==> config.mk <==
export PLATFORM = sky130hd
export DESIGN_NAME = dlx_operand_latch
export DESIGN_NICKNAME = d
export VERILOG_FILES = /design/src/rtl/dlx_pkg.sv /design/src/rtl/imm_extend.sv /design/src/rtl/dlx_operand_latch.sv
export SDC_FILE = /design/constraint.sdc
export NUM_CORES = 1
export LEC_CHECK = 0
export ABC_AREA = 1
export CORE_UTILIZATION = 37
export CTS_BUF_LIST = sky130_fd_sc_hd__clkbuf_8
export CTS_CLUSTER_SIZE = 8
export DETAILED_ROUTE_END_ITERATION = 12
export DONT_BUFFER_PORTS = 1
export PLACE_DENSITY = 0.51
export SETUP_SLACK_MARGIN = 0.02
export SLEW_MARGIN = 20
export SYNTH_ARGS = -nofsm -noshare
export SYNTH_HDL_FRONTEND = slang
export SYNTH_SLANG_ARGS = --single-unit
==> constraint.sdc <==
create_clock -name i_clk -period 1.1 [get_ports i_clk]
set_clock_uncertainty 0.15 [all_clocks]
set_input_delay 0.055 -clock i_clk [delete_from_list [all_inputs] [get_ports i_clk]]
set_output_delay 0.055 -clock i_clk [all_outputs]
set_load 0.01 [all_outputs]
==> src/rtl/dlx_pkg.sv <==
// Shared DLX datapath definitions: widths and the operand-latch state encoding.
package dlx_pkg;

  localparam int DLX_W     = 32;
  localparam int DLX_IMM_W = 16;

  // Bit 0 means "A held" and bit 1 means "B held", so FULL is both bits set.
  typedef enum logic [1:0] {
    ST_EMPTY  = 2'b00,
    ST_HAVE_A = 2'b01,
    ST_HAVE_B = 2'b10,
    ST_FULL   = 2'b11
  } opl_state_t;

endpackage

==> src/rtl/imm_extend.sv <==
// Immediate extender: widens an I-type immediate to datapath width.
// It is shared with the ALU immediate path.
module imm_extend
  import dlx_pkg::*;
#(
  parameter int W     = DLX_W,
  parameter int IMM_W = DLX_IMM_W
) (
  input  logic [IMM_W-1:0] i_imm,
  input  logic             i_sext,
  output logic [W-1:0]     o_ext
);

  logic w_fill;

  // The upper bits copy the immediate's MSB for sign-extend, or are zero for zero-extend.
  assign w_fill = i_sext & i_imm[IMM_W-1];
  assign o_ext  = {{(W-IMM_W){w_fill}}, i_imm};

endmodule

==> src/rtl/dlx_operand_latch.sv <==
// Operand capture stage in front of the bitwise logic units.
// It collects A and B from the shared bus, or takes B from the immediate.
// It then presents the pair under a valid/ready handshake.
//
//   state     | meaning
//   ----------+---------------------------------------------
//   ST_EMPTY  | no operand held for the next pair
//   ST_HAVE_A | A captured, waiting for B
//   ST_HAVE_B | B captured, waiting for A
//   ST_FULL   | pair complete and stable, o_out_valid high
module dlx_operand_latch
  import dlx_pkg::*;
#(
  parameter int W     = DLX_W,
  parameter int IMM_W = DLX_IMM_W
) (
  input  logic             i_clk,
  input  logic             i_rst,
  input  logic [W-1:0]     i_bus_in,
  input  logic             i_ld_a,
  input  logic             i_ld_b,
  input  logic             i_ld_imm,
  input  logic [IMM_W-1:0] i_imm,
  input  logic             i_imm_sext,
  input  logic             i_out_ready,
  output logic             o_out_valid,
  output logic [W-1:0]     o_a,
  output logic [W-1:0]     o_b,
  output logic             o_busy,
  output logic             o_overrun
);

  opl_state_t r_state;
  opl_state_t w_state_nxt;
  opl_state_t w_base;
  logic [W-1:0] r_a;
  logic [W-1:0] r_b;
  logic         r_overrun;
  logic [W-1:0] w_imm_ext;
  logic [W-1:0] w_b_src;
  logic         w_ld_b;
  logic         w_xfer;
  logic         w_accept;
  logic         w_en_a;
  logic         w_en_b;
  logic         w_overrun_set;

  imm_extend #(
    .W     (W),
    .IMM_W (IMM_W)
  ) u_imm_extend (
    .i_imm  (i_imm),
    .i_sext (i_imm_sext),
    .o_ext  (w_imm_ext)
  );

  // B source: when both B loads are asserted, the immediate takes precedence.
  assign w_ld_b  = i_ld_b | i_ld_imm;
  assign w_b_src = i_ld_imm ? w_imm_ext : i_bus_in;
  assign w_xfer  = (r_state == ST_FULL) & i_out_ready;

  // Next state and load enables.
  // A transfer cycle is evaluated as if starting from EMPTY, so new loads refill with no bubble.
  always_comb begin
    w_state_nxt = r_state;
    w_base      = w_xfer ? ST_EMPTY : r_state;
    case (w_base)
      ST_EMPTY: begin
        if (i_ld_a && w_ld_b) w_state_nxt = ST_FULL;
        else if (i_ld_a)      w_state_nxt = ST_HAVE_A;
        else if (w_ld_b)      w_state_nxt = ST_HAVE_B;
        else                  w_state_nxt = ST_EMPTY;
      end
      ST_HAVE_A: w_state_nxt = w_ld_b ? ST_FULL : ST_HAVE_A;
      ST_HAVE_B: w_state_nxt = i_ld_a ? ST_FULL : ST_HAVE_B;
      ST_FULL:   w_state_nxt = ST_FULL;
      default:   w_state_nxt = ST_EMPTY;
    endcase
    w_accept      = (w_base != ST_FULL);
    w_en_a        = i_ld_a & w_accept;
    w_en_b        = w_ld_b & w_accept;
    w_overrun_set = ~w_accept & (i_ld_a | w_ld_b);
  end

  // State register.
  always_ff @(posedge i_clk) begin
    if (i_rst) r_state <= ST_EMPTY;
    else       r_state <= w_state_nxt;
  end

  // Operand registers. They are not cleared on transfer; stale values are masked by o_out_valid.
  always_ff @(posedge i_clk) begin
    if (i_rst) begin
      r_a <= '0;
      r_b <= '0;
    end else begin
      if (w_en_a) r_a <= i_bus_in;
      if (w_en_b) r_b <= w_b_src;
    end
  end

  // Sticky overrun flag: it is set when a load hits a full pair that is not leaving this cycle.
  always_ff @(posedge i_clk) begin
    if (i_rst)              r_overrun <= 1'b0;
    else if (w_overrun_set) r_overrun <= 1'b1;
  end

  assign o_out_valid = (r_state == ST_FULL);
  assign o_busy      = (r_state != ST_EMPTY);
  assign o_a         = r_a;
  assign o_b         = r_b;
  assign o_overrun   = r_overrun;

endmodule

; Yosys cells after proc, flatten, opt, wreduce, memory -nomap -nowiden
; Cells that the tools add are included.
[word_totals]
n_memories = 0
inputBits = 55
mem_bits_ro = 0
latch_bits = 0
register_bits = 67
ramBits = 0
output_inout_bits = 67
wordCells = 28
[op_classes]
order_cmp = 0
n_div = 0
add_sub_neg = 0
n_mul = 0
shift = 0
n_bitwise = 8
muxes = 8
reduce_logical = 3
eq_ne = 5
[ops]
columns = op, n
row1 = 2-to-1 mux 32 bit, 1
row2 = 2-to-1 mux 2 bit, 5
row3 = case mux 2 bit (4 select lines), 1
row4 = equality test 2 bit (second input constant), 3
row5 = bitwise AND 1 bit, 5
row6 = equality test 2 x 1 -> 1 bit (second input constant), 1
row7 = logical NOT 2 bit, 1
row8 = != test 2 bit (second input constant), 1
row9 = bitwise OR 1 bit, 2
row10 = nonzero test 2 bit, 1
row11 = logical AND 1 bit, 1
row12 = 2-to-1 mux 1 bit, 1
row13 = inverter 1 bit, 1

; Longest topological paths before layout
[depth]
ltp_word = 6
mapped_depth = 7
depth_no_buf = 6

; By module
; Synthesis repeated with hierarchy kept, for this count alone.
[unflattened]
hier_cells = 535
area_unflattened_um2 = 3459.6
[by_module_without_submodules]
columns = module, seq_area_each_um2, area_each_um2, cells_per_inst, instances
row1 = dlx_operand_latch, 1341.3, 3211.8, 501, 1
row2 = imm_extend, 0.0, 247.7, 34, 1

; Least setup slack after synthesis
; Ideal clock, no wire load.
[synth_path]
path_type = register to register
from = reg r_state[0]
to = reg r_a[0], in the netlist o_a[0]
period_less_slack_ns = 1.163
stages_incl_launch_ff = 7
setup_time_ns = 0.113
n_path_buf = 1
required_time_ns = 0.837
slack_ns = -0.063
t_arrival_ns = 0.900
cell_sequence = dfxtp_1 nand2_1 nor2_2 nor2_4 buf_4 nor2_1 nor2_1
[synth_via]
elab_chain_cells = 5
[synth_rtl]
columns = element, line_no
row1 = from (decl), dlx_operand_latch.sv:33  ; opl_state_t r_state;
row2 = from (signal assigned), dlx_operand_latch.sv:88  ; else r_state <= w_state_nxt;
row3 = equality test 2 bit, dlx_operand_latch.sv:60  ; assign w_xfer = (r_state == ST_FULL) & i_out_ready;
row4 = bitwise AND 1 bit, dlx_operand_latch.sv:60
row5 = 2-to-1 mux 2 bit (*), dlx_operand_latch.sv:66  ; w_base = w_xfer ? ST_EMPTY : r_state;
row6 = != test 2 bit (*), dlx_operand_latch.sv:79  ; w_accept = (w_base != ST_FULL);
row7 = bitwise AND 1 bit (*), dlx_operand_latch.sv:80  ; w_en_a = i_ld_a & w_accept;
row8 = to (signal assigned), dlx_operand_latch.sv:97  ; if (w_en_a) r_a <= i_bus_in;
row9 = to (decl), dlx_operand_latch.sv:36  ; logic [W-1:0] r_a;
; Mark *: on every way between the ends. The rest lies on a longest branch, timed or not.
; A chain may end at the register's enable or synchronous reset.

; Worst setup path in the final report
[layout_path]
from = reg r_state[0]
to = reg r_b[6], in the netlist o_b[6]
[layout_via]
elab_chain_cells = 5
[layout_rtl]
columns = element, line_no
row1 = equality test 2 bit, dlx_operand_latch.sv:60
row2 = bitwise AND 1 bit, dlx_operand_latch.sv:60
row3 = 2-to-1 mux 2 bit (*), dlx_operand_latch.sv:66
row4 = != test 2 bit (*), dlx_operand_latch.sv:79
row5 = bitwise AND 1 bit (*), dlx_operand_latch.sv:81  ; w_en_b = w_ld_b & w_accept;
row6 = to (signal assigned), dlx_operand_latch.sv:98  ; if (w_en_b) r_b <= w_b_src;
row7 = to (decl), dlx_operand_latch.sv:37  ; logic [W-1:0] r_b;
; Marks and branches as above.

==> summary.txt <==
GRT
  – Global route total overflow: 0
  – Via count of the first global-routing pass: 2,767
  – First-pass GRT wire length: 13,800 um
  – Aggregate global-route resource usage: 20.6%
  – Initial antenna violation count: 0
  – Largest net degree at the start of global routing: 51

Status
  – Result of the run: complete, but fails checks
  – Failing checks: negative hold slack, negative setup slack

Logic synthesis
  – Post-synth EDFFs: 0
  – Synth warn: 0
  – Fraction of the yosys area taken by sequential cells: 43.6%
  – Post-synthesis instance area: 3080 um2
  – Net count after synthesis: 540
  – Unique masters post-synth: 18
  – Share of flip-flops with an asynchronous set or reset: 0%
  – Primary flip-flop cell chosen by synthesis mapping: dfxtp_1
  – Avg Synthesized Cell Area: 6.35 um2
  – Yosys reg bits: 67
  – Number of cells produced by synthesis: 485

Worst setup path
  – Element type at the critical path start: register
  – Sort of element at the end of the critical path: register
  – Capture point of the worst reg-to-reg path: o_b[6]
  – Start of the worst register-to-register path: r_state[0]
  – Type of the worst setup path: reg -> reg
  – Reg2reg path depth: 7
  – Arrival time of the worst setup path: 1.40 ns
  – Flop-to-flop setup slack: -0.21 ns
  – Crit path required time: 1.19 ns
  – Critical Path Fanout Max: 14

Placed design
  – I/O Buffers: 0
  – Number of cells after detailed placement: 583
  – Post-detail-place hpwl: 5540 um
  – Place WS: -0.405 ns
  – RePlAce Congestion: 0.829

Finish
  – Highest-count cells in the layout ignoring fill and taps: nand2_1 (105), nor2_1 (105), inv_1 (69)
  – Fraction of final layout cells with drive strength greater than 1: 17.3%
  – Number of nets in the finished design: 582
  – Number of filler cells placed in the layout: 812
  – Layout-stage area growth over the synthesis result: 31.1%
  – Number of standard cells in the layout, taps in and fillers out: 634
  – # diodes: 0

Die
  – Total number of placement rows: 32
  – Number of top-level design ports: 122
  – Starting utilization of the core area: 39.0%
  – Die height: 93.2 um
  – Die Width: 93.2 um
  – Area of the placeable core: 7890 um2
  – Die footprint: 8690 um2

Clocking
  – Clock Tree Buf Depth: 2
  – Clock sink count: 67
  – Number of buffers created by CTS: 9
  – Clock Latency Late Sink: 0.34 ns
  – CTS Root Cell: clkbuf_8
  – Clock transition time at the flip-flop clock pins of the worst setup and hold paths: 0.08 ns
  – H-tree Lvls: 3
  – TritonCTS clock tree: done

STA
  – Min Tclk post-route: 1.31 ns
  – Relative max-transition margin: 77.6%
  – Maximum achievable frequency: 761 MHz
  – Period Utilization, post-route: 119%
  – Setup repair after global routing missed its margin: yes
  – Number of failing hold endpoints at the final stage: 63
  – Max Transition Viols Final: 0
  – Final Setup Violations: 66
  – Post-Route Hold Slack: -0.387 ns
  – Final setup margin: -0.213 ns
  – Worst Tran Pin Value: 0.333 ns

Detailed routing
  – Vias after detailed routing: 2,951
  – Drt via density: 4.65
  – Count of antenna-violating nets left after detailed routing: 0
  – Violation count after the first detailed-routing iteration: 99
  – Number of remaining DRC errors: 0
  – Wire length reported by the detailed router: 8570 um
  – Final routed wire length divided by cell count: 13.5 um
  – Router iterations before antenna repair: 4

Power
  – Total power divided by cell area: 1460 nW/um2
  – Sequential group share of total power: 48.2%
  – Leakage power of the design: 0.00199 uW
  – Net switching share of the total power: 28.9%
  – Switching power: 1700 uW
  – Internal power: 4200 uW
  – Combinational group share of total power: 17.1%
  – Clock power frac: 34.7%
  – Largest vdd supply drop: 785 uV

Min path
  – Startpoint of the lowest-slack hold path: i_rst
  – Type of the tightest min-delay check: in -> reg
  – Hold Path Sink: r_state[0]
  – Worst hold path depth: 1

Flow run
  – Max-cap check violation count: 0
## stage by stage
| step | area, um2 | utilization (%) | hold slack (ns) | power [uW] | setup TNS, ns |
|---|---|---|---|---|---|
| 5_1_grt | 4040 | 51.2 | -0.407 | 6230 | -14.51 |
| 4_1_cts | 3960 | 50.3 | -0.403 | 5940 | -9.57 |
| 6_report | 4040 | 51.2 | -0.387 | 5900 | -10.01 |
| 3_3_place_gp | 3290 | 41.7 | -0.0294 | 3640 | -17.24 |
| 2_1_floorplan | 3110 | - | -0.0333 | 3460 | -0.894 |
| 3_5_place_dp | 3290 | 41.7 | -0.0265 | 3650 | -18.20 |
## worst max-delay path: stages (launching register included)
cell	delay, ns
dfxtp_2	0.35
buf_6	0.10
nand3_4	0.12
nand2_8	0.16
buf_8	0.15
nand2_1	0.06
nand2_1	0.07
nor2_1	0.04
## sequential cells by signal (all words and copies together) (netlist names)
register,flops
o_a,32
o_b,32
r_state,2
o_overrun,1
## Yosys cell counts (2+ instances only)
library cell / n / area [um2]
nor2_1: 129 / 484
nand2_1: 115 / 432
dfxtp_1: 67 / 1340
clkbuf_1: 9 / 33.8
nor2_2: 2 / 12.5
buf_2: 6 / 30.0
buf_1: 3 / 11.3
nand3_2: 2 / 20.0
inv_1: 68 / 255
a21oi_1: 3 / 15.0
inv_2: 3 / 11.3
nand3_1: 32 / 160
o21ai_0: 33 / 165
buf_4: 9 / 67.6
## kinds of logic (layout without fill, tap and decap cells)
family | Yosys count | after routing | share of synthesized area, %
AOI/OAI and AO/OA | 37 | 37 | 6.02
buffers and inverters | 99 | 145 | 13.7
and+or+nand+nor | 282 | 283 | 36.7
DFF | 67 | 67 | 43.6
## what timing repair did
item / CTS / global route
hold buffers: 24 / 3
gates resized for setup: 45 / 9
endpoints found under the hold margin: 67 / 54
buffers inserted: 5 / 3
pin swaps: 7 / 1
gates cloned: 2 / 0
setup endpoints to repair: 66 / 67
## layer usage
| metal | share of wire [%] | GRT usage (%) | wire, um |
|---|---|---|---|
| met1 | 47 | 26.8 | 4000 |
| met2 | 45 | 32.0 | 3830 |
| met3 | 6.6 | 5.69 | 566 |
| met4 | 1.9 | 8.72 | 167 |
| met5 | 0 | 0 | 0 |
## final cells by class
type	count	area [um2]	share of cell area, %
Multi-Input combinational cell	320	1460	36.3
Sequential cell	67	1340	33.3
Timing Repair Buffer	58	639	15.8
Inverter	71	267	6.60
Clock buffer	10	138	3.41
Tap cell	102	128	3.16
Clock inverter	6	57.6	1.43
## how the worst max path moves through the flow
stage | start | end | slack [ns] | cells after the start
6_report | r_state[0] | o_b[6] | -0.21 | 7
5_1_grt | r_state[0] | o_b[7] | -0.29 | 7
4_1_cts | r_state[1] | o_b[0] | -0.20 | 7
3_5_place_dp | r_state[1] | o_a[0] | -0.41 | 5
3_3_place_gp | r_state[1] | o_a[26] | -0.37 | 5
2_1_floorplan | r_state[1] | o_a[0] | -0.02 | 6
## power by group through the flow
| stage | registers (uW) | clock network [uW] | logic (uW) |
|---|---|---|---|
| after floorplan | 2870 | 0 | 592 |
| after global placement | 2890 | 0 | 751 |
| after detailed placement | 2890 | 0 | 762 |
| after CTS | 2850 | 2110 | 982 |
| after global routing | 2870 | 2220 | 1140 |
| final | 2850 | 2050 | 1010 |
No activity file was read; power rests on OpenSTA's default activity.
